$ cat src/rtl/mem_write_scoreboard.sv
// Memory-write scoreboard: checks processor data-memory writes against a loaded table of
// expected (address, data) pairs. Define MEM_WRITE_SCOREBOARD_TIMEOUT_EN to add the ARMED-state timeout.
module mem_write_scoreboard #(
    parameter int                 WIDTH       = 32,
    parameter int                 DEPTH       = 4,
    parameter logic [WIDTH-1:0]   IGNORE_ADDR = WIDTH'(80),
    parameter int                 TIMEOUT     = 4096,
    localparam int                IDXW        = (DEPTH > 1) ? $clog2(DEPTH) : 1
) (
    input  logic             clk,
    input  logic             reset,
    input  logic             start,
    input  logic [IDXW:0]    num_exp,
    input  logic             ld_en,
    input  logic [IDXW-1:0]  ld_idx,
    input  logic [WIDTH-1:0] ld_addr,
    input  logic [WIDTH-1:0] ld_data,
    input  logic             memwrite,
    input  logic [WIDTH-1:0] dataadr,
    input  logic [WIDTH-1:0] writedata,
    output logic             busy,
    output logic             pass,
    output logic             fail,
    output logic [1:0]       fail_code,
    output logic [IDXW:0]    match_cnt,
    output logic [WIDTH-1:0] fail_addr,
    output logic [WIDTH-1:0] fail_data
);

    typedef enum logic [1:0] {IDLE = 2'd0, ARMED = 2'd1, PASS = 2'd2, FAIL = 2'd3} state_t;

    state_t            state_reg, state_next;
    logic [WIDTH-1:0]  exp_addr_reg [DEPTH];
    logic [WIDTH-1:0]  exp_data_reg [DEPTH];
    logic [IDXW-1:0]   idx_reg;
    logic [IDXW:0]     num_exp_reg;
    logic [IDXW:0]     match_cnt_reg;
    logic [1:0]        fail_code_reg;
    logic [WIDTH-1:0]  fail_addr_reg;
    logic [WIDTH-1:0]  fail_data_reg;

    logic num_ok, wr_event, hit, final_hit, miss, timeout;

    assign num_ok    = (num_exp != '0) && (num_exp <= (IDXW+1)'(DEPTH));
    assign wr_event  = (state_reg == ARMED) && memwrite && (dataadr != IGNORE_ADDR);
    assign hit       = (dataadr == exp_addr_reg[idx_reg]) && (writedata == exp_data_reg[idx_reg]);
    assign final_hit = wr_event && hit && ((match_cnt_reg + 1'b1) == num_exp_reg);
    assign miss      = wr_event && !hit;

`ifdef MEM_WRITE_SCOREBOARD_TIMEOUT_EN
    localparam int TW = $clog2(TIMEOUT) + 1;
    logic [TW-1:0] timer_reg;

    assign timeout = (state_reg == ARMED) && (timer_reg == TW'(TIMEOUT - 1));

    always_ff @(posedge clk or posedge reset) begin
        if (reset)
            timer_reg <= '0;
        else if (state_reg != ARMED)
            timer_reg <= '0;
        else
            timer_reg <= timer_reg + 1'b1;
    end
`else
    assign timeout = 1'b0;
`endif

    always_ff @(posedge clk or posedge reset) begin
        if (reset)
            state_reg <= IDLE;
        else
            state_reg <= state_next;
    end

    // A final match beats a simultaneous timeout; a mismatch beats it too.
    always_comb begin
        state_next = state_reg;
        if (state_reg == ARMED) begin
            if (final_hit)
                state_next = PASS;
            else if (miss || timeout)
                state_next = FAIL;
        end else if (start) begin
            state_next = num_ok ? ARMED : FAIL;
        end
    end

    always_comb begin
        busy = (state_reg == ARMED);
        pass = (state_reg == PASS);
        fail = (state_reg == FAIL);
    end

    // The table is only writable outside a run, so an armed check sees a stable table.
    always_ff @(posedge clk or posedge reset) begin
        if (reset) begin
            for (int i = 0; i < DEPTH; i++) begin
                exp_addr_reg[i] <= '0;
                exp_data_reg[i] <= '0;
            end
        end else if (ld_en && (state_reg != ARMED)) begin
            exp_addr_reg[ld_idx] <= ld_addr;
            exp_data_reg[ld_idx] <= ld_data;
        end
    end

    always_ff @(posedge clk or posedge reset) begin
        if (reset) begin
            idx_reg       <= '0;
            num_exp_reg   <= '0;
            match_cnt_reg <= '0;
            fail_code_reg <= 2'd0;
            fail_addr_reg <= '0;
            fail_data_reg <= '0;
        end else if (state_reg != ARMED) begin
            if (start) begin
                idx_reg       <= '0;
                num_exp_reg   <= num_exp;
                match_cnt_reg <= '0;
                fail_code_reg <= num_ok ? 2'd0 : 2'd3;
                fail_addr_reg <= '0;
                fail_data_reg <= '0;
            end
        end else if (wr_event && hit) begin
            match_cnt_reg <= match_cnt_reg + 1'b1;
            if (!final_hit)
                idx_reg <= idx_reg + 1'b1;
        end else if (miss) begin
            fail_code_reg <= 2'd1;
            fail_addr_reg <= dataadr;
            fail_data_reg <= writedata;
        end else if (timeout) begin
            fail_code_reg <= 2'd2;
        end
    end

    assign match_cnt = match_cnt_reg;
    assign fail_code = fail_code_reg;
    assign fail_addr = fail_addr_reg;
    assign fail_data = fail_data_reg;

endmodule

$ cat config.mk
export PLATFORM = sky130hd
export DESIGN_NAME = mem_write_scoreboard
export DESIGN_NICKNAME = d
export VERILOG_FILES = /design/src/rtl/mem_write_scoreboard.sv
export SDC_FILE = /design/constraint.sdc
export NUM_CORES = 1
export LEC_CHECK = 0
export CAP_MARGIN = 10
export CORE_ASPECT_RATIO = 2
export CORE_UTILIZATION = 59
export CTS_CLUSTER_DIAMETER = 100
export DETAILED_ROUTE_END_ITERATION = 8
export HOLD_SLACK_MARGIN = 0.15
export PLACE_DENSITY_LB_ADDON = 0.25
export SKIP_LAST_GASP = 1
export SYNTH_ARGS = -nofsm -noshare
export SYNTH_HDL_FRONTEND = slang
export SYNTH_SLANG_ARGS = --single-unit
$ cat constraint.sdc
create_clock -name clk -period 29.6 [get_ports clk]
set_clock_uncertainty 0.15 [all_clocks]
set_input_delay 5.92 -clock clk [delete_from_list [all_inputs] [get_ports clk]]
set_output_delay 5.92 -clock clk [all_outputs]
set_load 0.1 [all_outputs]
==> impl_metrics.env <==
export IMPL_rsz0062_at_grt="false"
export IMPL_design_die_area_um2=26430
export IMPL_r2r_slack_ns=24.23
export IMPL_ys_ff_latch=332
export IMPL_antenna_found_initial=3
export IMPL_fin_cells=1604
export IMPL_design_core_area_um2=25140
export IMPL_ff_latch_area_um2=8313
export IMPL_path_depth=8
export IMPL_worstSetupEndpointType="flip-flop"
export IMPL_worstHoldStart="exp_addr_reg[60]"
export IMPL_layout_setup_ws_ns=20.57
export IMPL_max_cap_violations=0
export IMPL_r2r_cells=9
export IMPL_crit_family="buffers and inverters"
export IMPL_finalSetupTns_ns=0
export IMPL_synth_avg_cell_area_um2=14.42
export IMPL_cp_max_fo=67
export IMPL_ys_seq_area_share_pct=54.70
export IMPL_hpwl_um=25010
export IMPL_grt_first_pass_wirelength_um=57500
export IMPL_peakVddDrop_mv=0.08341
export IMPL_multi_input_area_um2=6306
export IMPL_r2r_start="idx_reg[0]"
export IMPL_wl_um=36790
export IMPL_crit_path_cell_trace="clkdlybuf4s50_1, xnor2_1, nand4_1, nor4_1, nand4_2, nand2b_4, buf_4, mux2i_1"
export IMPL_io_pins=210
export IMPL_cts_clk_slew_worst_paths_ns=0.06
export IMPL_syn_area_um2=15190
export IMPL_yosysWarnings=0
export IMPL_worst_slew_pin_slew_ns=1.183
export IMPL_cts_inserted_buffers=28
export IMPL_hold_viol=0
export IMPL_worst_hold_slack_ns=0.3512
export IMPL_nNetsFinal=1383
export IMPL_final_common_cell="dfrtp_1"
export IMPL_via_per_inst=5.779
export IMPL_die_y_um=228.9
export IMPL_cts_max_level=1
export IMPL_clk_latency_ns=0.56
export IMPL_globalplace_congestion=0.8179
export IMPL_p_per_area_nw_per_um2=107.0
export IMPL_clock_sinks=332
export IMPL_cts_hold_buf=0
export IMPL_ant_nets=0
export IMPL_dr_pass1_iters=4
export IMPL_num_rows=82
export IMPL_cts_resized=0
export IMPL_dp_slack_ns=20.10
export IMPL_min_path_type="flip-flop to flip-flop"
export IMPL_grt_pass1_vias=10180
export IMPL_syn2layout_area_growth_pct=21.48
export IMPL_cpMaxStageDelayCell="buf_4"
export IMPL_numPlacedInstances=1550
export IMPL_postPlaceCellArea_um2=17470
export IMPL_cts_root_buffer="clkbuf_16"
export IMPL_hold_depth=1
export IMPL_grt_ovfl_total=0
export IMPL_cp_num_buf_inv=2
export IMPL_fmax_mhz=110.7
export IMPL_drive_gt1_share_pct=30.43
export IMPL_clockBufferDepth=3
export IMPL_cp_required_ns=29.91
export IMPL_p_leak_nw=8.039
export IMPL_worstSetupStartpointType="input pin"
export IMPL_cts_setup_buffers=0
export IMPL_routedWlPerCell_um=22.93
export IMPL_fin_crit_sh_pct=30.52
export IMPL_critPathKind="input pin to flip-flop"
export IMPL_initial_core_util_pct=60.42
export IMPL_cpPeakStageDelay_ns=0.89
export IMPL_fillCellCount=1639
export IMPL_vias=9269
export IMPL_grt_max_degree=191
export IMPL_fp_dieW_um=115.5
export IMPL_layout_common_cells="dfrtp_1, mux2_2, clkdlybuf4s50_1"
export IMPL_synth_distinct_cells=36
export IMPL_period_needed_ns=9.033
export IMPL_route_detailed_drc=0
export IMPL_drt_iter0_drc=495
export IMPL_worstPathArrival_ns=9.34
export IMPL_synth_cells=1053
export IMPL_relSlewSlack_pct=21.11
export IMPL_crit_start="dataadr[13]"
export IMPL_syn_nets=1192
export IMPL_setup_violations=0
export IMPL_port_buffers=209
export IMPL_grt_use_total_pct=29.40
export IMPL_cts_tree="built"
export IMPL_design_area_um2=18450
export IMPL_status="complete, no violations"
export IMPL_slew_violations=0
worst register-to-register path, cell delays in order, from the launching register on:
cell and delay (ns):
dfrtp_4 0.84, buf_4 0.72, mux4_2 0.67, xnor2_1 0.52, nand4_1 0.33, nor4_1 0.41
nand4_2 0.27, nand2b_4 0.13, buf_4 0.89, mux2i_1 0.34
kinds of logic after synthesis:
group	synth area share (%)
simple gates	3.971
compound gates	0.4531
xor+xnor	3.979
fa+ha+maj	0.08237
buf+inv	3.929
mux	32.89
flops	54.70
report_power, final:
part | internal, mW | switching, mW | leakage (nW)
Clock | 0.223 | 0.165 | 0.484
Combinational | 0.327 | 0.490 | 3.54
Sequential | 0.664 | 0.105 | 4.01
final timing paths:
check | endpoint
max | fail_data[21]
min | exp_addr_reg[60]
max reg2reg | fail_data[21]
min reg2reg | exp_addr_reg[60]
max in group asynchronous | exp_data_reg[76]
min in group asynchronous | fail_addr[8]
routing by layer:
metal  GRT usage, %  vias up  routed length (um)
li1               -     4094                   -
met5              0        -                   0
met1          36.15     4791               13930
met4          17.37        0                2201
met3          3.766       91                1812
met2          49.08      293               18840
cell usage after synthesis (all sizes together):
| cell | n | share of area [%] |
|---|---|---|
| mux2i | 67 | 4.4 |
| and2 | 1 | 0.041 |
| a31oi | 1 | 0.041 |
| a31o | 1 | 0.058 |
| nor2b | 1 | 0.041 |
| o22ai | 1 | 0.041 |
| mux2 | 256 | 19 |
| o211ai | 2 | 0.099 |
| nand3 | 1 | 0.033 |
| xor2 | 2 | 0.12 |
| mux4 | 64 | 9.5 |
| inv | 70 | 1.7 |
| buf | 19 | 1.3 |
| nand4 | 20 | 0.86 |
| and3 | 1 | 0.041 |
| or4 | 1 | 0.049 |
| o21bai | 1 | 0.049 |
| nand4b | 1 | 0.058 |
| dfrtp | 332 | 55 |
| nand2b | 2 | 0.082 |
| xnor2 | 67 | 3.9 |
| nand2 | 81 | 2.0 |
| nor2 | 6 | 0.15 |
| nor4 | 12 | 0.58 |
| nor3 | 1 | 0.033 |
| o31ai | 2 | 0.099 |
| ha | 1 | 0.082 |
| clkbuf | 37 | 0.91 |
| a21oi | 2 | 0.066 |
stage by stage:
step | power [mW] | utilization, %
6_report | 1.975 | 73.40
5_1_grt | 2.060 | 73.40
4_1_cts | 1.986 | 73.37
3_5_place_dp | 1.596 | 69.52
3_3_place_gp | 1.561 | 69.52
2_1_floorplan | 1.372 | -
area by class of cell:
class / count / share of cell area [%]
Clock buffer: 41 / 4.557
Timing Repair Buffer: 217 / 11.73
Antenna cell: 3 / 0.04069
Sequential cell: 332 / 45.05
Tap cell: 336 / 2.278
Inverter: 70 / 1.465
Clock inverter: 10 / 0.6985
Multi-Input combinational cell: 595 / 34.18
Note: power is estimated with default switching activity, not from simulation.
